## src/rtl/sdram_arb_pkg.sv

```systemverilog
// Shared types and helpers for the SDRAM Wishbone arbiter.
//   state_t        : arbiter FSM states
//   onehot_to_idx  : one-hot (up to 8 bits) to binary index
package sdram_arb_pkg;

   typedef enum logic [1:0] {S_IDLE, S_GRANT, S_DRAIN} state_t;

   function automatic logic [2:0] onehot_to_idx(input logic [7:0] oh);
      logic [2:0] idx;
      idx = '0;
      for (int i = 0; i < 8; i++)
         if (oh[i]) idx = idx | 3'(i);
      return idx;
   endfunction

endpackage

```

## src/rtl/sdram_rr_pick.sv

```systemverilog
// Combinational round-robin picker.
// Ports:
//   req   in  N    request vector
//   last  in  IW   index of previous winner (lowest priority)
//   valid out 1    any request present
//   idx   out IW   winner: first set bit searching last+1 upward with wrap
module sdram_rr_pick
   import sdram_arb_pkg::*;
#(
   parameter int N  = 4,
   parameter int IW = $clog2(N)
)(
   input  logic [N-1:0]  req,
   input  logic [IW-1:0] last,
   output logic          valid,
   output logic [IW-1:0] idx
);

   logic [N-1:0] oh;

   // Walk from the farthest candidate back to the nearest so the nearest
   // requester after 'last' overwrites everything else.
   always_comb begin
      oh = '0;
      for (int k = N; k >= 1; k--)
         if (req[(int'(last) + k) % N]) oh = N'(1) << ((int'(last) + k) % N);
   end

   assign valid = |req;
   assign idx   = IW'(onehot_to_idx(8'(oh)));

endmodule

```

## src/rtl/sdram_wb_arbiter.sv

```systemverilog
// Round-robin arbiter sharing one pipelined Wishbone slave (SDRAM controller)
// among NMASTERS masters. Grant is held for a whole CYC tenure and never moves
// while the controller still owes ACKs (DRAIN absorbs them).
// Ports:
//   clk_i, rst_i (sync, active-high)
//   m_cyc_i/m_stb_i/m_we_i [NMASTERS], m_adr_i/m_sel_i/m_dat_i packed per master
//   m_dat_o (broadcast), m_ack_o (owner only), m_stall_o (1 for non-owners)
//   s_cyc_o/s_stb_o/s_we_o/s_adr_o/s_sel_o/s_dat_o to controller,
//   s_dat_i/s_ack_i/s_stall_i from controller
//   gnt_o  one-hot owner while in GRANT, registered
// Config macro: SDRAM_ARB_QUOTA_EN enables forced rotation after QUOTA accepts
// when another master is waiting.
module sdram_wb_arbiter
   import sdram_arb_pkg::*;
#(
   parameter int NMASTERS = 4,
   parameter int AWIDTH   = 26,
   parameter int DWIDTH   = 32,
   parameter int MAXOUT   = 15,
   parameter int QUOTA    = 16
)(
   input  logic                         clk_i,
   input  logic                         rst_i,
   input  logic [NMASTERS-1:0]          m_cyc_i,
   input  logic [NMASTERS-1:0]          m_stb_i,
   input  logic [NMASTERS-1:0]          m_we_i,
   input  logic [NMASTERS*AWIDTH-1:0]   m_adr_i,
   input  logic [NMASTERS*DWIDTH/8-1:0] m_sel_i,
   input  logic [NMASTERS*DWIDTH-1:0]   m_dat_i,
   output logic [DWIDTH-1:0]            m_dat_o,
   output logic [NMASTERS-1:0]          m_ack_o,
   output logic [NMASTERS-1:0]          m_stall_o,
   output logic                         s_cyc_o,
   output logic                         s_stb_o,
   output logic                         s_we_o,
   output logic [AWIDTH-1:0]            s_adr_o,
   output logic [DWIDTH/8-1:0]          s_sel_o,
   output logic [DWIDTH-1:0]            s_dat_o,
   input  logic [DWIDTH-1:0]            s_dat_i,
   input  logic                         s_ack_i,
   input  logic                         s_stall_i,
   output logic [NMASTERS-1:0]          gnt_o
);

   localparam int IW = $clog2(NMASTERS);
   localparam int CW = $clog2(MAXOUT + 1);
   localparam int SW = DWIDTH / 8;
   localparam logic [CW-1:0] MAXC = CW'(MAXOUT);

   if (NMASTERS < 2 || NMASTERS > 8 || QUOTA < 1) begin : g_bad_cfg
      $error("sdram_wb_arbiter: NMASTERS must be 2..8 and QUOTA >= 1");
   end

   state_t              state, state_n;
   logic [IW-1:0]       owner, owner_n, last, last_n, pick_idx;
   logic                pick_vld;
   logic [CW-1:0]       out_cnt, cnt_n, cnt_upd;
   logic [NMASTERS-1:0] own_oh, gnt_q;
   logic                hold, stb_g, accept, dec;

   sdram_rr_pick #(.N(NMASTERS), .IW(IW)) u_pick (
      .req   (m_cyc_i),
      .last  (last),
      .valid (pick_vld),
      .idx   (pick_idx)
   );

   assign own_oh = NMASTERS'(1) << owner;

   // Owner's request path, forwarded unmodified.
   assign s_we_o  = m_we_i[owner];
   assign s_adr_o = m_adr_i[owner*AWIDTH +: AWIDTH];
   assign s_sel_o = m_sel_i[owner*SW +: SW];
   assign s_dat_o = m_dat_i[owner*DWIDTH +: DWIDTH];
   assign m_dat_o = s_dat_i;
   assign gnt_o   = gnt_q;

   assign stb_g  = (state == S_GRANT) & m_stb_i[owner] & (out_cnt < MAXC) & ~hold;
   assign accept = stb_g & ~s_stall_i;
   // An ACK with nothing outstanding is still forwarded but must not underflow.
   assign dec    = s_ack_i & (out_cnt != '0);

   always_comb begin
      cnt_upd = out_cnt;
      if (accept & ~dec)      cnt_upd = out_cnt + 1'b1;
      else if (~accept & dec) cnt_upd = out_cnt - 1'b1;
   end

`ifdef SDRAM_ARB_QUOTA_EN
   localparam int QW = $clog2(QUOTA + 1);
   localparam logic [QW-1:0] QC = QW'(QUOTA);
   logic [QW-1:0] quota_cnt;

   // Counts accepts in the current tenure; cleared whenever not granted.
   always_ff @(posedge clk_i) begin
      if (rst_i || state != S_GRANT)     quota_cnt <= '0;
      else if (accept && quota_cnt < QC) quota_cnt <= quota_cnt + 1'b1;
   end

   // Quota used up and someone else waiting: stop issuing, let ACKs drain.
   assign hold = (quota_cnt == QC) && (|(m_cyc_i & ~own_oh));
`else
   assign hold = 1'b0;
`endif

   always_comb begin
      state_n   = state;
      owner_n   = owner;
      last_n    = last;
      cnt_n     = out_cnt;
      s_cyc_o   = 1'b0;
      s_stb_o   = 1'b0;
      m_ack_o   = '0;
      m_stall_o = '1;
      case (state)
         S_IDLE: begin
            cnt_n = '0;   // stray ACKs are dropped here
            if (pick_vld) begin
               owner_n = pick_idx;
               state_n = S_GRANT;
            end
         end
         S_GRANT: begin
            s_cyc_o          = 1'b1;
            s_stb_o          = stb_g;
            m_stall_o[owner] = s_stall_i | (out_cnt == MAXC) | hold;
            m_ack_o          = s_ack_i ? own_oh : '0;
            cnt_n            = cnt_upd;
            if (!m_cyc_i[owner]) begin
               if (out_cnt == '0 || (out_cnt == CW'(1) && s_ack_i)) begin
                  state_n = S_IDLE;
                  last_n  = owner;
               end else begin
                  state_n = S_DRAIN;
               end
            end else if (hold && out_cnt == '0) begin
               // Preempted owner keeps CYC and re-competes at lowest priority.
               state_n = S_IDLE;
               last_n  = owner;
            end
         end
         S_DRAIN: begin
            s_cyc_o = 1'b1;
            cnt_n   = cnt_upd;
            if (cnt_upd == '0) begin
               state_n = S_IDLE;
               last_n  = owner;
            end
         end
         default: state_n = S_IDLE;
      endcase
   end

   always_ff @(posedge clk_i) begin
      if (rst_i) begin
         state   <= S_IDLE;
         owner   <= '0;
         last    <= IW'(NMASTERS - 1);
         out_cnt <= '0;
         gnt_q   <= '0;
      end else begin
         state   <= state_n;
         owner   <= owner_n;
         last    <= last_n;
         out_cnt <= cnt_n;
         gnt_q   <= (state_n == S_GRANT) ? (NMASTERS'(1) << owner_n) : '0;
      end
   end

endmodule

```

## config.mk

```make
export PLATFORM = sky130hd
export DESIGN_NAME = sdram_wb_arbiter
export DESIGN_NICKNAME = d
export VERILOG_FILES = /design/src/rtl/sdram_arb_pkg.sv /design/src/rtl/sdram_rr_pick.sv /design/src/rtl/sdram_wb_arbiter.sv
export SDC_FILE = /design/constraint.sdc
export NUM_CORES = 1
export LEC_CHECK = 0
export CAP_MARGIN = 20
export CORE_AREA = 10 10 151 153
export CTS_CLUSTER_DIAMETER = 150
export CTS_CLUSTER_SIZE = 14
export DETAILED_ROUTE_END_ITERATION = 8
export DIE_AREA = 0 0 161 163
export SYNTH_ARGS = -nofsm -noshare
export SYNTH_HDL_FRONTEND = slang
export SYNTH_SLANG_ARGS = --single-unit
```

## constraint.sdc

```tcl
create_clock -name clk_i -period 3.11 [get_ports clk_i]
set_input_delay 0.622 -clock clk_i [delete_from_list [all_inputs] [get_ports clk_i]]
set_output_delay 0.622 -clock clk_i [all_outputs]
set_load 0.01 [all_outputs]
```

* Word level (Yosys, flattened, before mapping)
Index checks and enable logic that the tools add are counted.
** Storage, ports and cells
- Bits in registers :: 14
- Word-level logic and storage cells :: 116
** Cells by class
- Add/subtract/negate cells :: 6
- Multiply operators :: 1
- Magnitude comparators :: 7
- Eq/ne operators :: 8
- Shifts and indexed selects :: 9
- Multiplexer cells :: 46
- Bitwise logic cells :: 17
- Reductions and logical operators :: 17
** Operator list (count)
- 128-bit by 8-bit indexed part select with 32-bit output :: 1
- 1-bit by 32-bit << shifter with 4-bit output (first input constant) :: 4
- 104-bit by 8-bit indexed part select with 26-bit output :: 1
- 4-bit 2-to-1 mux :: 9
- 2-bit 2-to-1 mux :: 11
- 3-bit by 4-bit less-than comparator with 1-bit output (second input constant) :: 4
- 16-bit by 5-bit indexed part select with 4-bit output :: 1
- 1-bit 2-to-1 mux :: 15
- 1-bit binary-select mux with 2-bit select :: 7
- 2-bit OR reduction :: 6
- 4-bit logical NOT :: 2
- 4-bit one-hot mux with 2 select lines :: 1
- 1-bit by 2-bit << shifter with 4-bit output (first input constant) :: 2
- 1-bit AND :: 6
- 2-bit by 4-bit multiplier with 6-bit output (second input constant) :: 1
- 2-bit one-hot mux with 3 select lines :: 1
- 2-bit by 1-bit adder with 2-bit output (second input constant) :: 2
- 2-bit adder (second input constant) :: 2
- 4-bit by 1-bit adder with 4-bit output (second input constant) :: 1
- 1-bit AND (first input constant) :: 4
- 2-bit by 1-bit equality test with 1-bit output (second input constant) :: 2
- 4-bit by 1-bit equality test with 1-bit output (second input constant) :: 1
- 4-bit equality test (second input constant) :: 1
- 4-bit less-than comparator (second input constant) :: 1
- other kinds (19) :: 25

* Longest topological paths before layout
Gate-level depths: netlist of the first run.
- Depth after elaboration :: 16
- Depth in mapped cells :: 10

* By module
Synthesis of the first run repeated with hierarchy kept, for this count alone.
** Unflattened totals
- Cells, all modules :: 289
- Area, all modules :: 3221.8 um^2
** By module, submodules not included
- sdram_wb_arbiter :: times used 1, cells each 262, area each 2927.8 um^2, seq. area each 280.3 um^2
- sdram_rr_pick :: times used 1, cells each 27, area each 294.0 um^2, seq. area each 0.0 um^2

* Worst setup path after synthesis of the first run
No wires, ideal clock.
- Kind :: input to register
- Start point :: in m_stb_i[3]
- End point :: reg gnt_q[0], in the netlist gnt_o[0]
- Library setup time :: 0.095 ns
- Arrival :: 2.422 ns
- Required time :: 3.015 ns
- Setup slack :: 0.593 ns
- Cell stages on the path :: 7
- Path buffers :: 1
- Cell sequence :: mux4_2 -> and3_1 -> buf_6 -> mux2i_4 -> xor2_2 -> o31a_1 -> a221oi_1
** On the way
- Word-level cells in the longest chain between the ends :: 15
- Elaborated cells between the ends (all ways) :: 16
- Those cells by class :: 1 x eq/ne; 6 x mux; 7 x bitwise; 2 x reduce/logical
** Ends and longest elaborated chain
- start, declared :: RTL line sdram_wb_arbiter.sv:25 : input logic [NMASTERS-1:0] m_stb_i,
- 1-bit binary-select mux with 2-bit select * :: RTL line sdram_wb_arbiter.sv:78 : assign stb_g = (state == S_GRANT) & m_stb_i[owner] & (out_cnt < MAXC) & ~hold;
- 1-bit 2-to-1 mux (not written as such) * :: RTL line sdram_wb_arbiter.sv:78
- 1-bit AND * (2 in a row) :: RTL line sdram_wb_arbiter.sv:78
- 1-bit AND * :: RTL line sdram_wb_arbiter.sv:79 : assign accept = stb_g & ~s_stall_i;
- 1-bit inverter :: RTL line sdram_wb_arbiter.sv:86 : else if (~accept & dec) cnt_upd = out_cnt - 1'b1;
- 1-bit AND :: RTL line sdram_wb_arbiter.sv:86
- 4-bit 2-to-1 mux :: RTL line sdram_wb_arbiter.sv:86
- 4-bit 2-to-1 mux * :: RTL line sdram_wb_arbiter.sv:85 : if (accept & ~dec) cnt_upd = out_cnt + 1'b1;
- 4-bit logical NOT * :: RTL line sdram_wb_arbiter.sv:145 : if (cnt_upd == '0) begin
- 2-bit 2-to-1 mux * :: RTL line sdram_wb_arbiter.sv:145
- 2-bit one-hot mux with 3 select lines * :: RTL line sdram_wb_arbiter.sv:115 : case (state)
- 2-bit by 1-bit equality test with 1-bit output * :: RTL line sdram_wb_arbiter.sv:166 : gnt_q <= (state_n == S_GRANT) ? (NMASTERS'(1) << owner_n) : '0;
- 1-bit inverter (no line) *
- 2-bit OR reduction (no line) *
- end signal, assigned :: RTL line sdram_wb_arbiter.sv:166
- end, declared :: RTL line sdram_wb_arbiter.sv:58 : logic [NMASTERS-1:0] own_oh, gnt_q;
Mark *: on every way between the ends. The rest lies on a longest branch, timed or not. The select of a mux whose other input is x is not followed.
A chain may end at the register's enable or synchronous reset.

* Worst setup path after layout of the first run
- Start point :: reg owner[0]
- End point :: out s_adr_o[12]
** On the way
- Word-level cells in the longest chain between the ends :: 2
** Ends and longest elaborated chain
- start, declared :: RTL line sdram_wb_arbiter.sv:55 : logic [IW-1:0] owner, owner_n, last, last_n, pick_idx;
- start signal, assigned :: RTL line sdram_wb_arbiter.sv:163 : owner <= owner_n;
- 2-bit by 4-bit multiplier with 6-bit output :: RTL line sdram_wb_arbiter.sv:72 : assign s_adr_o = m_adr_i[owner*AWIDTH +: AWIDTH];
- 104-bit by 8-bit indexed part select with 26-bit output :: RTL line sdram_wb_arbiter.sv:72
- end, declared :: RTL line sdram_wb_arbiter.sv:36 : output logic [AWIDTH-1:0] s_adr_o,
No other way between the ends.

==> summary.md, run 1 <==
| Metric | Value |
|---|---|
| Status | completed |
| CP Buf/Inv Count | 2 |
| CTS tree | done |
| Pwr Density | 607 mW/mm2 |
| Syn avg cell area | 11.0 um2 |
| Die width | 161 um |
| Leak Pwr | 2.38 nW |
| CP endpoint kind | output pin |
| Max Fanout on Critical Path | 18 |
| Tmin final | 2.92 ns |
| Setup ws final | 0.191 ns |
| R2R Path End | gnt_o[0] |
| CTS Buffer Depth | 2 |
| Post-Synthesis Cell Area | 0.00321 mm2 |
| Final setup viols | 0 |
| Max incr delay on CP | 0.60 ns |
| Crit path max-delay cell type | clkdlybuf4s50_1 |
| Design area | 0.00688 mm2 |
| Cts hold-fix bufs | 0 |
| Post-DP HPWL | 20,900 um |
| Final hold vios | 0 |
| IO Count | 405 |
| Max Cap Viol | 0 |
| Synth warnings | 0 |
| Vias in the first global route | 4,232 |
| Starting DRT DRC Count | 283 |
| Area contributors post-synth | mux4_2 (48%), dfxtp_1 (8.7%), buf_4 (7.5%) |
| Die height | 163 um |
| DRT Wirelength | 23,700 um |
| Switching Share | 42.6% |
| Rows | 52 |
| Initial Utilization | 16.1% |
| FMAX | 343 MHz |
| Gate Count Post-Synth | 291 |
| Fin nets | 909 |
| Top cell type's share of synthesized area | 48.3% |
| Ys flop type | dfxtp_1 |
| Vias/cell | 4.61 |
| H-tree depth | 1 |
| Global placement routability congestion | 0.847 |
| Crit. Startpoint | owner[0] |
| Critical path depth | 3 |
| Worst setup path endpoint | s_adr_o[12] |
| # diodes | 0 |
| Placement Setup Slack | 0.00470 ns |
| # port buffers | 340 |
| Overall Global Routing Usage | 16.6% |
| Worst endpoint required time | 2.49 ns |
| Max Slew Vio Count | 0 |
| First-pass GRT wire length | 32,100 um |
| Critical path launch point type | flip-flop |
| Largest net degree at the start of global routing | 29 |
| Clock Root Buffer | clkbuf_16 |
| Die area | 0.0262 mm2 |
| Clock skew | 0.00571 ns |
| Cell Chain, Critical Path | buf_4 > mux4_2 > clkdlybuf4s50_1 |
| Clock share of power | 6.1% |
| Cells on worst reg2reg path | 6 |
| RSZ-0062 raised after global routing | false |
| DR DRC count | 0 |
| P_int | 0.00240 W |
| Synth Net Count | 599 |
| Vias | 4,008 |
| Distinct cells, synth | 55 |
| Final antenna-violating net count | 0 |
| Initial antenna violation count | 0 |
| Setup TNS | 0 ns |
| Total gr overflow | 0 |
| Slew of the pin with the lowest slew margin | 0.487 ns |
| Placed Area | 0.00681 mm2 |
| Sequential area share after synthesis | 8.72% |
| Core area | 0.0199 mm2 |
| WS Path Type | flip-flop to output pin |
| Post_cts resized | 0 |
| Switching pwr | 0.00178 W |
| Comb pwr share | 85.1% |
| Worst VDD drop | 0.000289 V |
| Min Hold Slack | 0.616 ns |
| Sequential power share | 8.8% |
| Initial DRT Pass Iterations | 4 |
| EDFF count, synth | 0 |
| Synth area leader | mux4_2 |
| Top delay family on crit path | buffers and inverters |
| Share of cells above drive strength 1 | 17.5% |
| R2R Setup Slk | 0.40 ns |
| Clk_lat worst skew | 0.25 ns |
| FFs w/ async S/R, synth | 0% |
| Reg clk slew, reported paths | 0.05 ns |
| Routed wire per std cell | 27.3 um |
| Fin crit share | 93.9% |
| Hold Crit Class | flip-flop to flip-flop |
| Worst Path Arrival | 2.30 ns |
| RR Startpoint | owner[1] |
| Sinks on the clock net | 14 |
| Area delta synth->final | 114% |
| Post-CTS setup buffers | 0 |
| Flops & latches, synth | 14 |
| CTS Buf Count | 3 |
| Worst relative slew slack | 67.5% |
[power by group through the flow]
| stage | clock [W] | combinational, W | sequential [W] |
|---|---|---|---|
| global placement | 0 | 0.00357 | 0.000377 |
| finish | 0.000254 | 0.00355 | 0.000369 |
| floorplan | 0 | 0.00175 | 0.000282 |
| CTS | 0.000257 | 0.00361 | 0.000380 |
| detailed placement | 0 | 0.00356 | 0.000380 |
| global route | 0.000269 | 0.00380 | 0.000387 |
[layout make-up]
class                           count  area [um2]
Clock buffer                        3        75.1
Clock inverter                      1        3.75
Fill cell                        1974       13000
Inverter                           11        41.3
Multi-Input combinational cell    210        2550
Sequential cell                    14         288
Tap cell                          270         338
Timing Repair Buffer              361        3590
[cell usage in the layout, fill, tap and decap left out, types with 8 or more instances in the layout]
cell               n
nand2_1           15
o21ai_0            8
buf_4             19
mux4_2            69
a21oi_1            8
ha_1              12
nor2_1            16
dfxtp_1           12
clkdlybuf4s50_1  340
inv_1             11
[metal layers]
layer / up-vias / routed length [um] / GRT usage [%]
met5: - / 0 / 0
met4: 0 / 89 / 1.03
met3: 11 / 3830 / 11.8
met2: 256 / 10800 / 25.4
met1: 1961 / 9000 / 19.4
li1: 1780 / - / -
[cell usage after synthesis, drive strengths merged, types with 2 or more instances]
| library cell | instances |
|---|---|
| and3 | 3 |
| o211ai | 3 |
| a221oi | 4 |
| nand3 | 6 |
| nor2 | 16 |
| o21ai | 8 |
| o22ai | 3 |
| dfxtp | 14 |
| or2 | 3 |
| mux2i | 3 |
| inv | 11 |
| nor3b | 3 |
| nand2b | 4 |
| nor2b | 5 |
| mux4 | 69 |
| nand2 | 15 |
| nor3 | 4 |
| a22oi | 4 |
| a211oi | 4 |
| nand3b | 3 |
| o311ai | 2 |
| o32a | 2 |
| o31ai | 2 |
| nor4 | 3 |
| clkbuf | 14 |
| a21oi | 8 |
| buf | 42 |
| ha | 12 |
[registers in the layout (all words and copies together) (netlist names)]
signal / cells
state: 2
owner: 2
gnt_o: 4
last: 2
out_cnt: 4
[kinds of logic after synthesis]
logic type / count (synthesis) / share of synthesized area (%)
XOR/XNOR: 2 / 0.779
adder cells (fa/ha/maj): 12 / 4.67
AO/OA/AOI/OAI: 51 / 12.1
flip-flops: 14 / 8.72
AND/OR/NAND/NOR: 72 / 11.8
multiplexers: 73 / 50.0
buffers and inverters: 67 / 11.9
[how the worst min path moves through the flow]
| stage | cells after the start | startpoint | slack (ns) | end |
|---|---|---|---|---|
| floorplan | 2 | out_cnt[0] | 0.54 | out_cnt[0] |
| global placement | 2 | out_cnt[0] | 0.60 | out_cnt[0] |
| detailed placement | 2 | out_cnt[0] | 0.61 | out_cnt[0] |
| CTS | 2 | out_cnt[0] | 0.61 | out_cnt[0] |
| global route | 2 | out_cnt[1] | 0.71 | out_cnt[1] |
| finish | 2 | out_cnt[0] | 0.62 | out_cnt[0] |
[worst min-delay path, stage by stage, from the launching register on]
cell and delay [ns]:
dfxtp_1 0.39, o21ai_0 0.11, a21oi_1 0.07
[through the flow]
step                      cells  util (%)  total power (W)
after global placement      866      34.2          0.00394
after global routing        870      34.6          0.00446
after CTS                   870      34.6          0.00425
after detailed placement    866      34.2          0.00394
after floorplan             291         -          0.00204
final                       870      34.6          0.00418
Power figures use the tool's default switching activity.
==> inputs of run 2 (changes only) <==
--- a/config.mk
+++ b/config.mk
@@ -6,11 +6,11 @@
 export NUM_CORES = 1
 export LEC_CHECK = 0
 export CAP_MARGIN = 20
-export CORE_AREA = 10 10 151 153
+export CORE_AREA = 10 10 150 152
 export CTS_CLUSTER_DIAMETER = 150
 export CTS_CLUSTER_SIZE = 14
 export DETAILED_ROUTE_END_ITERATION = 8
-export DIE_AREA = 0 0 161 163
+export DIE_AREA = 0 0 160 162
 export SYNTH_ARGS = -nofsm -noshare
 export SYNTH_HDL_FRONTEND = slang
 export SYNTH_SLANG_ARGS = --single-unit
==> run 2 against run 1 <==
Clock-buffer cell count did not move. Via count fell by 2.0%. Sequential power fell by 15%. Critical path depth rose by 1. Utilization rose by 0.75 points. Fmax rose by 2.1%. Critical path type is now input port to output pin. Largest power group unchanged.
==> summary.md, run 2 (synthesis results as in run 1) <==
| Metric | Value |
|---|---|
| R2R Setup Slk | 0.48 ns |
| Final antenna-violating net count | 0 |
| Max Cap Viol | 0 |
| Worst VDD drop | 0.000352 V |
| Reg clk slew, reported paths | 0.04 ns |
| Final hold vios | 0 |
| Switching pwr | 0.00152 W |
| Post_cts resized | 0 |
| DRT Wirelength | 20,000 um |
| Hold Crit Class | flip-flop to flip-flop |
| Total gr overflow | 0 |
| Sinks on the clock net | 14 |
| Max incr delay on CP | 0.54 ns |
| First-pass GRT wire length | 29,200 um |
| Final setup viols | 0 |
| Starting DRT DRC Count | 285 |
| Setup ws final | 0.252 ns |
| Switching Share | 39.1% |
| Leak Pwr | 2.36 nW |
| Initial DRT Pass Iterations | 4 |
| # port buffers | 340 |
| Routed wire per std cell | 23.3 um |
| CTS Buffer Depth | 2 |
| Worst relative slew slack | 52.5% |
| IO Count | 405 |
| CTS tree | done |
| Fin nets | 904 |
| Area delta synth->final | 113% |
| Rows | 51 |
| H-tree depth | 1 |
| Clock skew | 0.00445 ns |
| Setup TNS | 0 ns |
| Design area | 0.00685 mm2 |
| Pwr Density | 568 mW/mm2 |
| Clock share of power | 6.3% |
| P_int | 0.00237 W |
| Fin crit share | 91.9% |
| CP endpoint kind | output pin |
| Crit path max-delay cell type | mux4_2 |
| Max Slew Vio Count | 0 |
| Post-DP HPWL | 17,600 um |
| Initial Utilization | 16.6% |
| Initial antenna violation count | 0 |
| # diodes | 0 |
| Vias/cell | 4.57 |
| Die height | 162 um |
| Critical path launch point type | input port |
| CTS Buf Count | 3 |
| Worst endpoint required time | 2.49 ns |
| Clock Root Buffer | clkbuf_16 |
| RSZ-0062 raised after global routing | false |
| WS Path Type | input port to output pin |
| Sequential power share | 8.0% |
| Most common cell after layout, fill and taps aside | clkdlybuf4s50_1 |
| Most frequent cells in the layout | clkdlybuf4s50_1 (340), mux4_2 (69), nor2_1 (16) |
| Placement Setup Slack | 0.0408 ns |
| FMAX | 350 MHz |
| Tmin final | 2.86 ns |
| Slew of the pin with the lowest slew margin | 0.703 ns |
| Cts hold-fix bufs | 0 |
| Global placement routability congestion | 0.905 |
| Largest net degree at the start of global routing | 42 |
| Clk_lat worst skew | 0.24 ns |
| Cell Chain, Critical Path | clkdlybuf4s50_1 > mux4_2 > and3_1 > clkdlybuf4s50_1 |
| Core area | 0.0194 mm2 |
| Total power | 0.00389 W |
| Comb pwr share | 85.7% |
| Placed Area | 0.00677 mm2 |
| Vias | 3,927 |
| Post-CTS setup buffers | 0 |
| Overall Global Routing Usage | 14.3% |
| Share of cells above drive strength 1 | 16.8% |
| Worst Path Arrival | 2.24 ns |
| Die area | 0.0259 mm2 |
| Most used cell, CP | clkdlybuf4s50_1 |
| Die width | 160 um |
| Max Fanout on Critical Path | 5 |
| Vias in the first global route | 4,355 |
| Status | completed |
| DR DRC count | 0 |
## run 2: path summary, 6_finish.rpt
| path | from | to | cells after the start |
|---|---|---|---|
| max | m_stb_i[3] | s_stb_o | 4 |
| min | out_cnt[0] | out_cnt[0] | 2 |
| max reg2reg | out_cnt[0] | gnt_o[2] | 8 |
| min reg2reg | out_cnt[0] | out_cnt[0] | 2 |
## run 2: area by class of cell
| type | count | area [um2] |
|---|---|---|
| fillers | 1959 | 12500 |
| flip-flops and latches | 14 | 288 |
| well taps | 265 | 332 |
| inverters | 11 | 41.3 |
| clock inverters | 1 | 3.75 |
| multi-input cells | 210 | 2550 |
| repair buffers | 356 | 3560 |
| clock buffers | 3 | 75.1 |
## run 2: worst max-delay path: cells and delay by family
kind	cells	cell delay [ns]
multiplexers	1	0.54
buffers and inverters	2	0.88
AND/OR/NAND/NOR	1	0.21
## run 2: layer usage
metal	up-vias	routed length, um	global-route usage (%)	part of all wire, %
li1	1771	-	-	-
met1	1874	7820	16.8	39
met2	258	9660	24.3	48
met3	24	2280	6.12	11
met4	0	247	2.17	1.2
met5	-	0	0	0
## run 2: stage by stage
step | cells | utilization, % | hold slack (ns)
2_1_floorplan | 291 | - | 0.542
3_3_place_gp | 856 | 34.9 | 0.597
3_5_place_dp | 856 | 34.9 | 0.590
4_1_cts | 860 | 35.3 | 0.594
5_1_grt | 860 | 35.3 | 0.658
6_report | 860 | 35.3 | 0.603
## run 2: power groups by stage
stage | Clock, W | Combinational [W] | Sequential, W
6_report | 0.000245 | 0.00334 | 0.000312
4_1_cts | 0.000245 | 0.00339 | 0.000314
3_5_place_dp | 0 | 0.00336 | 0.000312
5_1_grt | 0.000255 | 0.00358 | 0.000322
2_1_floorplan | 0 | 0.00175 | 0.000282
3_3_place_gp | 0 | 0.00333 | 0.000316
